[config.mk]
export PLATFORM = sky130hd
export DESIGN_NAME = fsm_fetch
export DESIGN_NICKNAME = d
export VERILOG_FILES = /design/src/rtl/fsm_fetch.sv
export SDC_FILE = /design/constraint.sdc
export NUM_CORES = 1
export LEC_CHECK = 0
export CORE_MARGIN = 1
export CORE_UTILIZATION = 45
export CTS_CLUSTER_DIAMETER = 200
export DETAILED_ROUTE_END_ITERATION = 8
export PLACE_DENSITY = 0.6
export SYNTH_ARGS = -nofsm -noshare
export SYNTH_HDL_FRONTEND = slang
export SYNTH_SLANG_ARGS = --single-unit
[constraint.sdc]
create_clock -name clk -period 4.2 [get_ports clk]
set_input_delay 0.84 -clock clk [delete_from_list [all_inputs] [get_ports clk]]
set_output_delay 0.84 -clock clk [all_outputs]
set_load 0.02 [all_outputs]
[src/rtl/fsm_fetch.sv]
// -----------------------------------------------------------------------------
// fsm_fetch
//
// Program sequencer upstream of the instruction decoder. A short program is
// written into a small program memory through a valid/ready load port. On
// start the stored program is issued one instruction per cycle as registered
// opcode/operand fields. The program runs for loop_count passes (0 counts as 1)
// and stops early at a HALT opcode (all ones), which is never issued.
//
// Ports
//   clk          rising-edge clock
//   reset        synchronous, active-high; returns to IDLE and empties program
//   load_valid   load_instr carries an instruction to append
//   load_ready   the presented load is accepted this cycle (IDLE, not full,
//                no start/clear/reset in the same cycle)
//   load_instr   packed {opcode, operand1, operand2}
//   start        pulse; runs the stored program (IDLE with a program, or DONE)
//   clear        abort, empty the program and return to IDLE (highest priority)
//   loop_count   number of passes, sampled with start
//   stall        freezes issue; each stalled cycle gives instr_valid=0
//   opcode       registered opcode field
//   operand1/2   registered operand fields
//   instr_valid  fields hold a newly issued instruction this cycle
//   busy         state is RUN
//   done         state is DONE
// -----------------------------------------------------------------------------
module fsm_fetch #(
    parameter int SIZE       = 4,
    parameter int PROG_DEPTH = 16,
    parameter int PC_W       = 4,
    parameter int INSTR_W    = 3 * SIZE - 5
) (
    input  logic               clk,
    input  logic               reset,
    input  logic               load_valid,
    output logic               load_ready,
    input  logic [INSTR_W-1:0] load_instr,
    input  logic               start,
    input  logic               clear,
    input  logic [7:0]         loop_count,
    input  logic               stall,
    output logic [SIZE-2:0]    opcode,
    output logic [SIZE-3:0]    operand1,
    output logic [SIZE-3:0]    operand2,
    output logic               instr_valid,
    output logic               busy,
    output logic               done
);

    localparam int OP_W  = SIZE - 1;
    localparam int OPD_W = SIZE - 2;

    typedef enum logic [1:0] {
        ST_IDLE = 2'd0,
        ST_RUN  = 2'd1,
        ST_DONE = 2'd2
    } state_t;

    // Program memory. Contents are deliberately not reset; wr_ptr alone
    // defines which entries form the current program.
    logic [INSTR_W-1:0] mem [PROG_DEPTH];

    state_t            state_reg,       state_next;
    logic [PC_W:0]     wr_ptr_reg,      wr_ptr_next;
    logic [PC_W-1:0]   pc_reg,          pc_next;
    logic [7:0]        iter_left_reg,   iter_left_next;
    logic [OP_W-1:0]   opcode_reg,      opcode_next;
    logic [OPD_W-1:0]  operand1_reg,    operand1_next;
    logic [OPD_W-1:0]  operand2_reg,    operand2_next;
    logic              instr_valid_reg, instr_valid_next;

    logic               full;
    logic               load_fire;
    logic [INSTR_W-1:0] fetch_instr;
    logic [OP_W-1:0]    fetch_op;
    logic               fetch_halt;
    logic               last_pc;
    logic [7:0]         start_iter;

    // wr_ptr is one bit wider than pc so that a completely full memory is
    // distinguishable from an empty one.
    assign full       = (wr_ptr_reg == (PC_W+1)'(PROG_DEPTH));
    assign load_ready = (state_reg == ST_IDLE) && !full && !start && !clear && !reset;
    assign load_fire  = load_valid && load_ready;

    // Fetch reads the memory combinationally; the output field registers act
    // as the read register, so the decision on HALT and the issued fields come
    // from the same fetched word.
    assign fetch_instr = mem[pc_reg];
    assign fetch_op    = fetch_instr[INSTR_W-1 -: OP_W];
    assign fetch_halt  = (fetch_op == {OP_W{1'b1}});
    assign last_pc     = ({1'b0, pc_reg} == (wr_ptr_reg - (PC_W+1)'(1)));
    assign start_iter  = (loop_count == 8'd0) ? 8'd1 : loop_count;

    always_ff @(posedge clk) begin
        if (load_fire) begin
            mem[wr_ptr_reg[PC_W-1:0]] <= load_instr;
        end
    end

    always_comb begin
        state_next       = state_reg;
        wr_ptr_next      = wr_ptr_reg;
        pc_next          = pc_reg;
        iter_left_next   = iter_left_reg;
        opcode_next      = opcode_reg;
        operand1_next    = operand1_reg;
        operand2_next    = operand2_reg;
        instr_valid_next = 1'b0;

        if (clear) begin
            state_next     = ST_IDLE;
            wr_ptr_next    = '0;
            pc_next        = '0;
            iter_left_next = '0;
            opcode_next    = '0;
            operand1_next  = '0;
            operand2_next  = '0;
        end else begin
            case (state_reg)
                ST_IDLE: begin
                    if (load_fire) begin
                        wr_ptr_next = wr_ptr_reg + (PC_W+1)'(1);
                    end
                    // A start with no program loaded is ignored.
                    if (start && (wr_ptr_reg != '0)) begin
                        pc_next        = '0;
                        iter_left_next = start_iter;
                        state_next     = ST_RUN;
                    end
                end

                ST_RUN: begin
                    if (!stall) begin
                        opcode_next   = fetch_op;
                        operand1_next = fetch_instr[INSTR_W-OP_W-1 -: OPD_W];
                        operand2_next = fetch_instr[OPD_W-1:0];
                        if (fetch_halt) begin
                            // Fields still load, but the HALT is never issued.
                            state_next = ST_DONE;
                        end else begin
                            instr_valid_next = 1'b1;
                            if (last_pc) begin
                                if (iter_left_reg > 8'd1) begin
                                    // Wrap with no bubble between passes.
                                    pc_next        = '0;
                                    iter_left_next = iter_left_reg - 8'd1;
                                end else begin
                                    // Final issue and RUN->DONE share this edge.
                                    iter_left_next = '0;
                                    state_next     = ST_DONE;
                                end
                            end else begin
                                pc_next = pc_reg + PC_W'(1);
                            end
                        end
                    end
                end

                ST_DONE: begin
                    // Re-run the stored program; in DONE a program always exists.
                    if (start) begin
                        pc_next        = '0;
                        iter_left_next = start_iter;
                        state_next     = ST_RUN;
                    end
                end

                default: begin
                    state_next = ST_IDLE;
                end
            endcase
        end
    end

    always_ff @(posedge clk) begin
        if (reset) begin
            state_reg       <= ST_IDLE;
            wr_ptr_reg      <= '0;
            pc_reg          <= '0;
            iter_left_reg   <= '0;
            opcode_reg      <= '0;
            operand1_reg    <= '0;
            operand2_reg    <= '0;
            instr_valid_reg <= 1'b0;
        end else begin
            state_reg       <= state_next;
            wr_ptr_reg      <= wr_ptr_next;
            pc_reg          <= pc_next;
            iter_left_reg   <= iter_left_next;
            opcode_reg      <= opcode_next;
            operand1_reg    <= operand1_next;
            operand2_reg    <= operand2_next;
            instr_valid_reg <= instr_valid_next;
        end
    end

    assign opcode      = opcode_reg;
    assign operand1    = operand1_reg;
    assign operand2    = operand2_reg;
    assign instr_valid = instr_valid_reg;
    assign busy        = (state_reg == ST_RUN);
    assign done        = (state_reg == ST_DONE);

endmodule
## After elaboration in Yosys (flattened, before gate mapping)

Memories as Yosys holds them, arrays and structs flattened. A register that Yosys moved wholly into a read port is not among the register bits.
Cells that the tools add are included.

- Logic and storage cells: 77
- Flip-flop bits (word level): 27
- Memories: 1
- Output and inout port bits: 11
- Bits in writable memories: 112
- Input bits: 21

Memories:

| name | words | width | rd ports | clocked after Yosys merged registers in | write ports | RTL line | text |
|---|---|---|---|---|---|---|---|
| mem | 16 | 7 | 1 | 1 | 1 | 61 | `logic [INSTR_W-1:0] mem [PROG_DEPTH];` |

- Equality and inequality tests: 13
- Reduce and logical (&&, ||, !) cells: 21
- Magnitude comparators: 1
- Bitwise operators: 2
- Add/sub/neg operators: 4
- Mux-type cells: 27

Operators by type and width:

| cell | count |
|---|---|
| $mux 8 | 7 |
| $mux 4 | 8 |
| $pmux 8 s3 | 1 |
| $mux 2 | 6 |
| $pmux 4 s3 | 1 |
| $reduce_and 6->1 | 2 |
| $gt 8x1->1 const B | 1 |
| $logic_not 8->1 | 1 |
| $sub 8x1->8 const B | 1 |
| $logic_and 1x1->1 | 6 |
| $ne 2x2->1 const B | 3 |
| $pmux 2 s3 | 1 |
| $add 5x1->5 const B | 1 |
| $eq 4x5->1 | 1 |
| $eq 5x5->1 const B | 1 |
| $reduce_and 5->1 | 1 |
| $reduce_bool 5->1 | 1 |
| $sub 5x1->5 const B | 1 |
| $add 4x1->4 const B | 1 |
| $logic_not 1->1 | 4 |
| $ne 2x1->1 const B | 2 |
| $reduce_and 2->1 | 2 |
| $reduce_or 4->1 | 1 |
| $eq 3x3->1 const B | 1 |
| other kinds (10) | 13 |

## Longest topological paths before layout

- Depth in word-level cells: 9
- Mapped depth: 9
- Depth with buffers taken out: 8

## Worst setup path after synthesis

No wires, ideal clock.

- Path type: in2out
- Start point: in clear
- End point: out load_ready
- Arrival time: 2.112 ns
- Setup slack: 1.248 ns
- Data required time: 3.360 ns
- Stages on the path: 4
- Path buffers: 2
- Path through: or2_2 clkbuf_1 buf_1 a211oi_1

- Word-level cells in the longest chain between the ends: 3

Ends and longest elaborated chain:

| element | RTL line | text |
|---|---|---|
| start: declaration | 39 | `input logic clear,` |
| $logic_not 1->1 | 83 | `assign load_ready = (state_reg == ST_IDLE) && !full && !start && !clear && !reset;` |
| $logic_and 1x1->1 (2 in series) | 83 |  |
| end: declaration | 36 | `output logic load_ready,` |

No other way between the ends.

## Worst setup path in the final report

- Start point: in start
- End point: out load_ready

- Word-level cells in the longest chain between the ends: 4

Ends and longest elaborated chain:

| element | RTL line | text |
|---|---|---|
| start: declaration | 38 | `input logic start,` |
| $logic_not 1->1 | 83 |  |
| $logic_and 1x1->1 (3 in series) | 83 |  |

No other way between the ends.

==> impl_metrics.prom <==
# TYPE chip_impl_metric gauge
chip_impl_info{name="run_status",value="complete, no violations"} 1
chip_impl_metric{name="grt_start_max_net_pins",unit=""} 23
chip_impl_metric{name="ff_latch_area",unit="mm2"} 0.00399
chip_impl_metric{name="cts_buffers",unit=""} 17
chip_impl_metric{name="synth_fp_nets",unit=""} 429
chip_impl_info{name="hold_path.startpoint",value="operand2[1]$_SDFFE_PP0P_"} 1
chip_impl_metric{name="ys_seq_elements",unit=""} 143
chip_impl_metric{name="drt_wl_total",unit="mm"} 13.3
chip_impl_metric{name="detail_route.wl_per_cell",unit="um"} 21.2
chip_impl_metric{name="ys.warnings.count",unit=""} 0
chip_impl_metric{name="globalplace.congestion",unit=""} 0.807
chip_impl_metric{name="cts.repair_timing.setup_buffer_count",unit=""} 0
chip_impl_metric{name="syn_std_cell_area",unit="mm2"} 0.00608
chip_impl_metric{name="synthesis.instances",unit=""} 401
chip_impl_metric{name="finalCoreUtilization",unit="%"} 54.0
chip_impl_metric{name="final.period_utilization",unit="%"} 79.3
chip_impl_metric{name="ctsHtreeMaxLevel",unit=""} 4
chip_impl_info{name="crit_path_frequent_cell",value="sky130_fd_sc_hd__clkdlybuf4s50_1"} 1
chip_impl_metric{name="core-area",unit="mm2"} 0.0132
chip_impl_metric{name="timing.reg2reg.setup_slack",unit="ps"} 1130
chip_impl_metric{name="slew-limit-headroom",unit="%"} 37.7
chip_impl_metric{name="groute.usage.overall",unit="%"} 20.9
chip_impl_metric{name="synth_edf_count",unit=""} 112
chip_impl_metric{name="clock_skew",unit="ps"} 7.02
chip_impl_metric{name="detailedPlacementHpwl",unit="mm"} 9.01
chip_impl_metric{name="ys_async_sr_fraction",unit="%"} 0
chip_impl_metric{name="p_per_area",unit="mW/mm2"} 419
chip_impl_metric{name="final.setup.tns",unit="ps"} 0
chip_impl_metric{name="layout.filler_cells",unit=""} 1074
chip_impl_metric{name="timing.reg2reg.worst_path_depth",unit=""} 6
chip_impl_metric{name="grt_pass1_wl",unit="mm"} 21.1
chip_impl_info{name="most-common-layout-cells",value="sky130_fd_sc_hd__edfxtp_1, sky130_fd_sc_hd__nand2_1, sky130_fd_sc_hd__nor2_1, sky130_fd_sc_hd__mux4_2, sky130_fd_sc_hd__clkdlybuf4s50_1"} 1
chip_impl_info{name="hold_path_class",value="reg2reg"} 1
chip_impl_info{name="setup_repair_after_global_routing_missed_its_margin",value="no"} 1
chip_impl_metric{name="multiInputGateArea",unit="mm2"} 0.00195
chip_impl_metric{name="design.portCount",unit=""} 32
chip_impl_info{name="synth_top_flop_cell",value="sky130_fd_sc_hd__edfxtp_1"} 1
chip_impl_info{name="worst_r2r_startpoint",value="wr_ptr_reg[0]$_SDFFE_PP0P_"} 1
chip_impl_metric{name="hold_path_depth",unit=""} 2
chip_impl_metric{name="die_area",unit="mm2"} 0.0140
chip_impl_metric{name="die_h",unit="um"} 118
chip_impl_metric{name="drt.antenna.violating_nets",unit=""} 0
chip_impl_metric{name="via_count",unit=""} 3589
chip_impl_metric{name="buffer_ports.inserted",unit=""} 31
chip_impl_metric{name="layout-drive-gt1-share",unit="%"} 19.0
chip_impl_metric{name="ys_types",unit=""} 55
chip_impl_metric{name="crit_buf_inv",unit=""} 2
chip_impl_metric{name="timing.final.ws_setup",unit="ps"} 868
chip_impl_info{name="critPathSlowestCell",value="sky130_fd_sc_hd__clkdlybuf4s50_1"} 1
chip_impl_metric{name="max-cap-violations",unit=""} 0
chip_impl_metric{name="num_rows",unit=""} 42
chip_impl_metric{name="max_stage_delay",unit="ps"} 630
chip_impl_metric{name="power.static_leakage",unit="nW"} 2.26
chip_impl_metric{name="clock_sinks",unit=""} 143
chip_impl_metric{name="worst_ep_required_time",unit="ps"} 3360
chip_impl_metric{name="layout.nets",unit=""} 468
chip_impl_metric{name="clkTransAtPathRegs",unit="ps"} 60
chip_impl_metric{name="critical_path_arrival",unit="ps"} 2490
chip_impl_metric{name="post-route-cell-area",unit="mm2"} 0.00713
chip_impl_metric{name="tightest_slew",unit="ps"} 933
chip_impl_info{name="cp_cell_sequence",value="clkdlybuf4s50_1 -> or3_1 -> a211oi_1 -> clkdlybuf4s50_1"} 1
chip_impl_metric{name="initial_core_util",unit="%"} 46.1
chip_impl_metric{name="area.growth.synth_to_final",unit="%"} 17.2
chip_impl_metric{name="vdd.ir_drop.worst",unit="V"} 0.000546
chip_impl_metric{name="crit_path_max_fanout",unit=""} 3
chip_impl_metric{name="first_iteration_detailed_routing_drc_count",unit=""} 359
chip_impl_info{name="startpoint_kind_of_the_worst_setup_timing_path",value="input port"} 1
chip_impl_info{name="clockRootBuffer",value="sky130_fd_sc_hd__clkbuf_16"} 1
chip_impl_metric{name="clock_insertion_delay_worst_skew",unit="ps"} 420
chip_impl_metric{name="timing.final.crit_period",unit="ps"} 3330
chip_impl_info{name="critPathLaunch",value="start"} 1
chip_impl_metric{name="largest_reg_flops",unit=""} 112
chip_impl_info{name="cts_tree",value="yes"} 1
chip_impl_metric{name="firstDrtPassIters",unit=""} 4
chip_impl_metric{name="globalRoute.totalOverflow",unit=""} 0
chip_impl_info{name="worst_path_dominant_cell_family",value="buffers and inverters"} 1
chip_impl_info{name="path_class",value="in2out"} 1
chip_impl_metric{name="vias_in_the_first_global_route",unit=""} 3584
chip_impl_metric{name="cts_hold_repair.buffers",unit=""} 0
chip_impl_metric{name="finalMaxSlewViolations",unit=""} 0
chip_impl_metric{name="placed_area",unit="mm2"} 0.00658
chip_impl_metric{name="die-width",unit="um"} 118
chip_impl_metric{name="post_drt_via_cell_ratio",unit=""} 5.71
chip_impl_metric{name="hold-worst-slack",unit="ps"} 456
chip_impl_metric{name="pre_cts_ws",unit="ps"} 691
chip_impl_metric{name="drc",unit=""} 0
chip_impl_metric{name="synth-seq-area-share",unit="%"} 65.5
chip_impl_metric{name="ant_diodes",unit=""} 0
chip_impl_metric{name="finalSetupViolCount",unit=""} 0
chip_impl_metric{name="cts.repair.resized",unit=""} 0
chip_impl_metric{name="antenna_found_initial",unit=""} 0
chip_impl_metric{name="synthesis.area_per_instance",unit="um2"} 15.2
chip_impl_metric{name="finalHoldViolCount",unit=""} 0
chip_impl_metric{name="critical_path_depth",unit=""} 4
chip_impl_metric{name="cts_max_path_buffers",unit=""} 2
chip_impl_info{name="final_common_cell",value="sky130_fd_sc_hd__edfxtp_1"} 1
chip_impl_info{name="crit_path_end_kind",value="output pin"} 1
chip_impl_metric{name="peak_freq",unit="MHz"} 300
logic make-up (layout without fill, tap and decap cells):
kind of cell | count (synthesis) | in the layout | share of synthesized area [%]
AOI/OAI and AO/OA | 56 | 56 | 7.12
xor gates and xnor gates | 9 | 9 | 1.52
adders and majority gates | 7 | 7 | 1.44
buffers and inverters | 32 | 84 | 2.39
DFF | 143 | 143 | 65.5
muxes | 34 | 34 | 12.2
and+or+nand+nor | 120 | 120 | 9.80
path summary, 6_finish.rpt:
kind / endpoint
worst max-delay path: load_ready
worst min-delay path: operand2[1]$_SDFFE_PP0P_
worst max register to register: mem[11][6]$_DFFE_PP_
worst min register to register: operand2[1]$_SDFFE_PP0P_
report_power, final:
| part | leakage, nW | switching, mW | total (mW) | internal (mW) |
|---|---|---|---|---|
| combinational | 0.753 | 0.0435 | 0.0714 | 0.0279 |
| clock | 0.250 | 0.582 | 1.39 | 0.806 |
| sequential | 1.26 | 0.00118 | 1.53 | 1.53 |
layout make-up:
class	instances	area share, %
Sequential cell	143	55.9
Multi-Input combinational cell	226	27.4
Timing Repair Buffer	40	5.30
Tap cell	176	3.09
Inverter	12	0.632
Clock buffer	17	5.97
Clock inverter	15	1.72
layer usage:
metal	share of wire, %	track usage (%)	up-vias
li1	-	-	1640
met1	45	28.3	1808
met2	48	32.7	121
met3	5.4	5.07	20
met4	1.6	8.01	0
met5	0	0	-
tightest hold or removal path, cell delays in order, from the launching register on:
cell and delay, ps:
sky130_fd_sc_hd__dfxtp_1 310, sky130_fd_sc_hd__nand2_1 50, sky130_fd_sc_hd__a21oi_1 50
Yosys cell counts, drive strengths merged, types with 5 or more instances:
cell type	instances	area [um2]
buf	8	51.3
dfxtp	31	621
nor3	8	40.0
mux4	32	721
nand2	33	126
ha	7	87.6
nor2b	5	31.3
clkbuf	12	48.8
inv	12	45.0
nand2b	6	37.5
nand3	14	70.1
a21oi	22	114
nand4	5	31.3
nor2	32	120
o21ai	6	30.0
edfxtp	112	3360
per-stage QoR:
| step | std cells | power [mW] |
|---|---|---|
| after floorplan | 401 | 1.58 |
| after global placement | 597 | 1.63 |
| final | 629 | 2.99 |
| after global routing | 629 | 3.08 |
| after CTS | 629 | 3.01 |
| after detailed placement | 597 | 1.63 |
(Power assumes the default switching activity.)
==> RTL edit, RTL diff (config.mk and constraints unchanged) <==
Reset style: asynchronous (`reset`), changed in one clocked block.
--- a/src/rtl/fsm_fetch.sv
+++ b/src/rtl/fsm_fetch.sv
@@ -175,3 +175,3 @@
 
-    always_ff @(posedge clk) begin
+    always_ff @(posedge clk or posedge reset) begin
         if (reset) begin
Formal check against the unedited RTL: differs if reset is asserted again (counterexample within 4 cycles, from zero or initial values and one cycle with reset high); with reset held inactive, the same outputs for 4 cycles.
==> RTL edit against the original RTL <==
  * Register-to-register slack improved by 20 ps
  * Worst setup slack got worse by 480 ps
  * Cell area stayed put
  * Area after synthesis fell by 1.8%
  * Critical path type unchanged
  * Largest cell class unchanged
  * Critical endpoint unchanged
  * Count of clock-buffer cells in the layout up 2
  * Routed wire length fell by 6.4%
  * Worst hold slack gained 31 ps
  * Sequential cell count is 4 lower
Power is not compared: it rests on default switching activity, and its combinational part moved more than twofold at a synthesized area within 25%.
==> RTL edit: results (changes against the original RTL) <==
The flow ran to the end, and the final reports show no timing, DRC or antenna violations. The worst setup skew after layout came out at 5.59 ps (-1.43 ps). Worst hold path endpoint: iter_left_reg[4]$_DFFE_PP0P_.

Proportion of register bits with asynchronous set or reset after synthesis: 19.4% (+19 points). For the global-route wire length before repair, the log shows 19.4 mm (-8.1%). The layout net count is 455 (-2.8%). The final routed wirelength across all metal layers was 12.5 mm (-6.4%).

The average via count per standard cell was 5.62 (-1.5%); the area of the multi-input gates was 1800 µm² (-7.8%). The minimum clock period came out at 3810 ps (+482 ps). For the data arrival time of the critical path, the log shows 2970 ps (+480 ps).

The number of clock sinks was 139 (-2.8%). The run gives 28 (+22%) as the pin count of the biggest net entering global routing. Sorting the synthesized cells by how often they occur yields edfxtp_1 (112), nor2_1 (35), mux4_2 (30).

The run gives 0.833 (+3.2%) as the routability congestion estimate from global placement. The number of cells traversed by the worst register-to-register path works out to 7 (+1). The HPWL after detailed placement is 8.51 mm (-5.6%). In the post-synthesis netlist, the biggest area contributors are edfxtp_1 (56%), dfrtp_1 (11%), mux4_2 (11%), nor2_1 (2.2%), ha_1 (1.5%). The via count of the first global-routing pass is 3407 (-4.9%), and the number of cells on the worst hold path is 1 (-1). The tools report the sequential-to-total area share from yosys stat as 67.7% (+2.1 points). The startpoint identified for the worst register-to-register timing path is pc_reg[0]$_DFFE_PP0P_. For the number of distinct standard cells referenced by the synthesized netlist, the log shows 56 (+1.8%). The most critical setup path has its startpoint at clear.

Fraction of area in clock buffers and inverters: 8.18% (+0.49 points). The synthesized instance count is 377 (-6.0%), and the number of buffers other than clock buffers in the final layout is 49 (+23%). The layout cell share with drive strength beyond 1 is 18.6% (-0.35 points), and the final-layout fill cell count is 1003 (-6.6%).

The placement-stage cell area was 6540 µm² (-0.53%); the layout clock buffer count was 19 (+2). The relative area of non-clock buffer cells in the final design came out at 6.25% (+0.95 points). The violation count after the first detailed-routing iteration came out at 371 (+3.3%). The run gives 405 (-5.6%) as the net count after synthesis. The number of multi-input combinational cells in the layout is 208 (-8.0%).
[RTL edit: per-layer routing]
layer | vias up | track usage [%] | routed length, µm
li1 | 1589 | - | -
met1 | 1741 | 27.3 | 5590
met2 | 97 | 31.9 | 6100
met3 | 13 | 5.61 | 615
met4 | 0 | 7.59 | 179
met5 | - | 0 | 0
[RTL edit: critical path: stages]
cell	delay, ps
clkdlybuf4s50_1	420
or3_1	390
a2111oi_1	600
clkdlybuf4s50_1	720
[RTL edit: cells by family after synthesis]
group | synth area share (%)
flip-flops | 67.7
AND/OR/NAND/NOR | 7.05
AO/OA/AOI/OAI | 7.42
multiplexers | 12.9
buffers and inverters | 2.20
XOR/XNOR | 1.32
adder cells (fa/ha/maj) | 1.47
[RTL edit: power by group]
| part | switching (mW) | internal, mW | total, mW |
|---|---|---|---|
| clock | 0.551 | 0.926 | 1.48 |
| sequential | 0.112 | 1.56 | 1.67 |
| combinational | 0.434 | 0.395 | 0.828 |
| total | 1.10 | 2.88 | 3.97 |
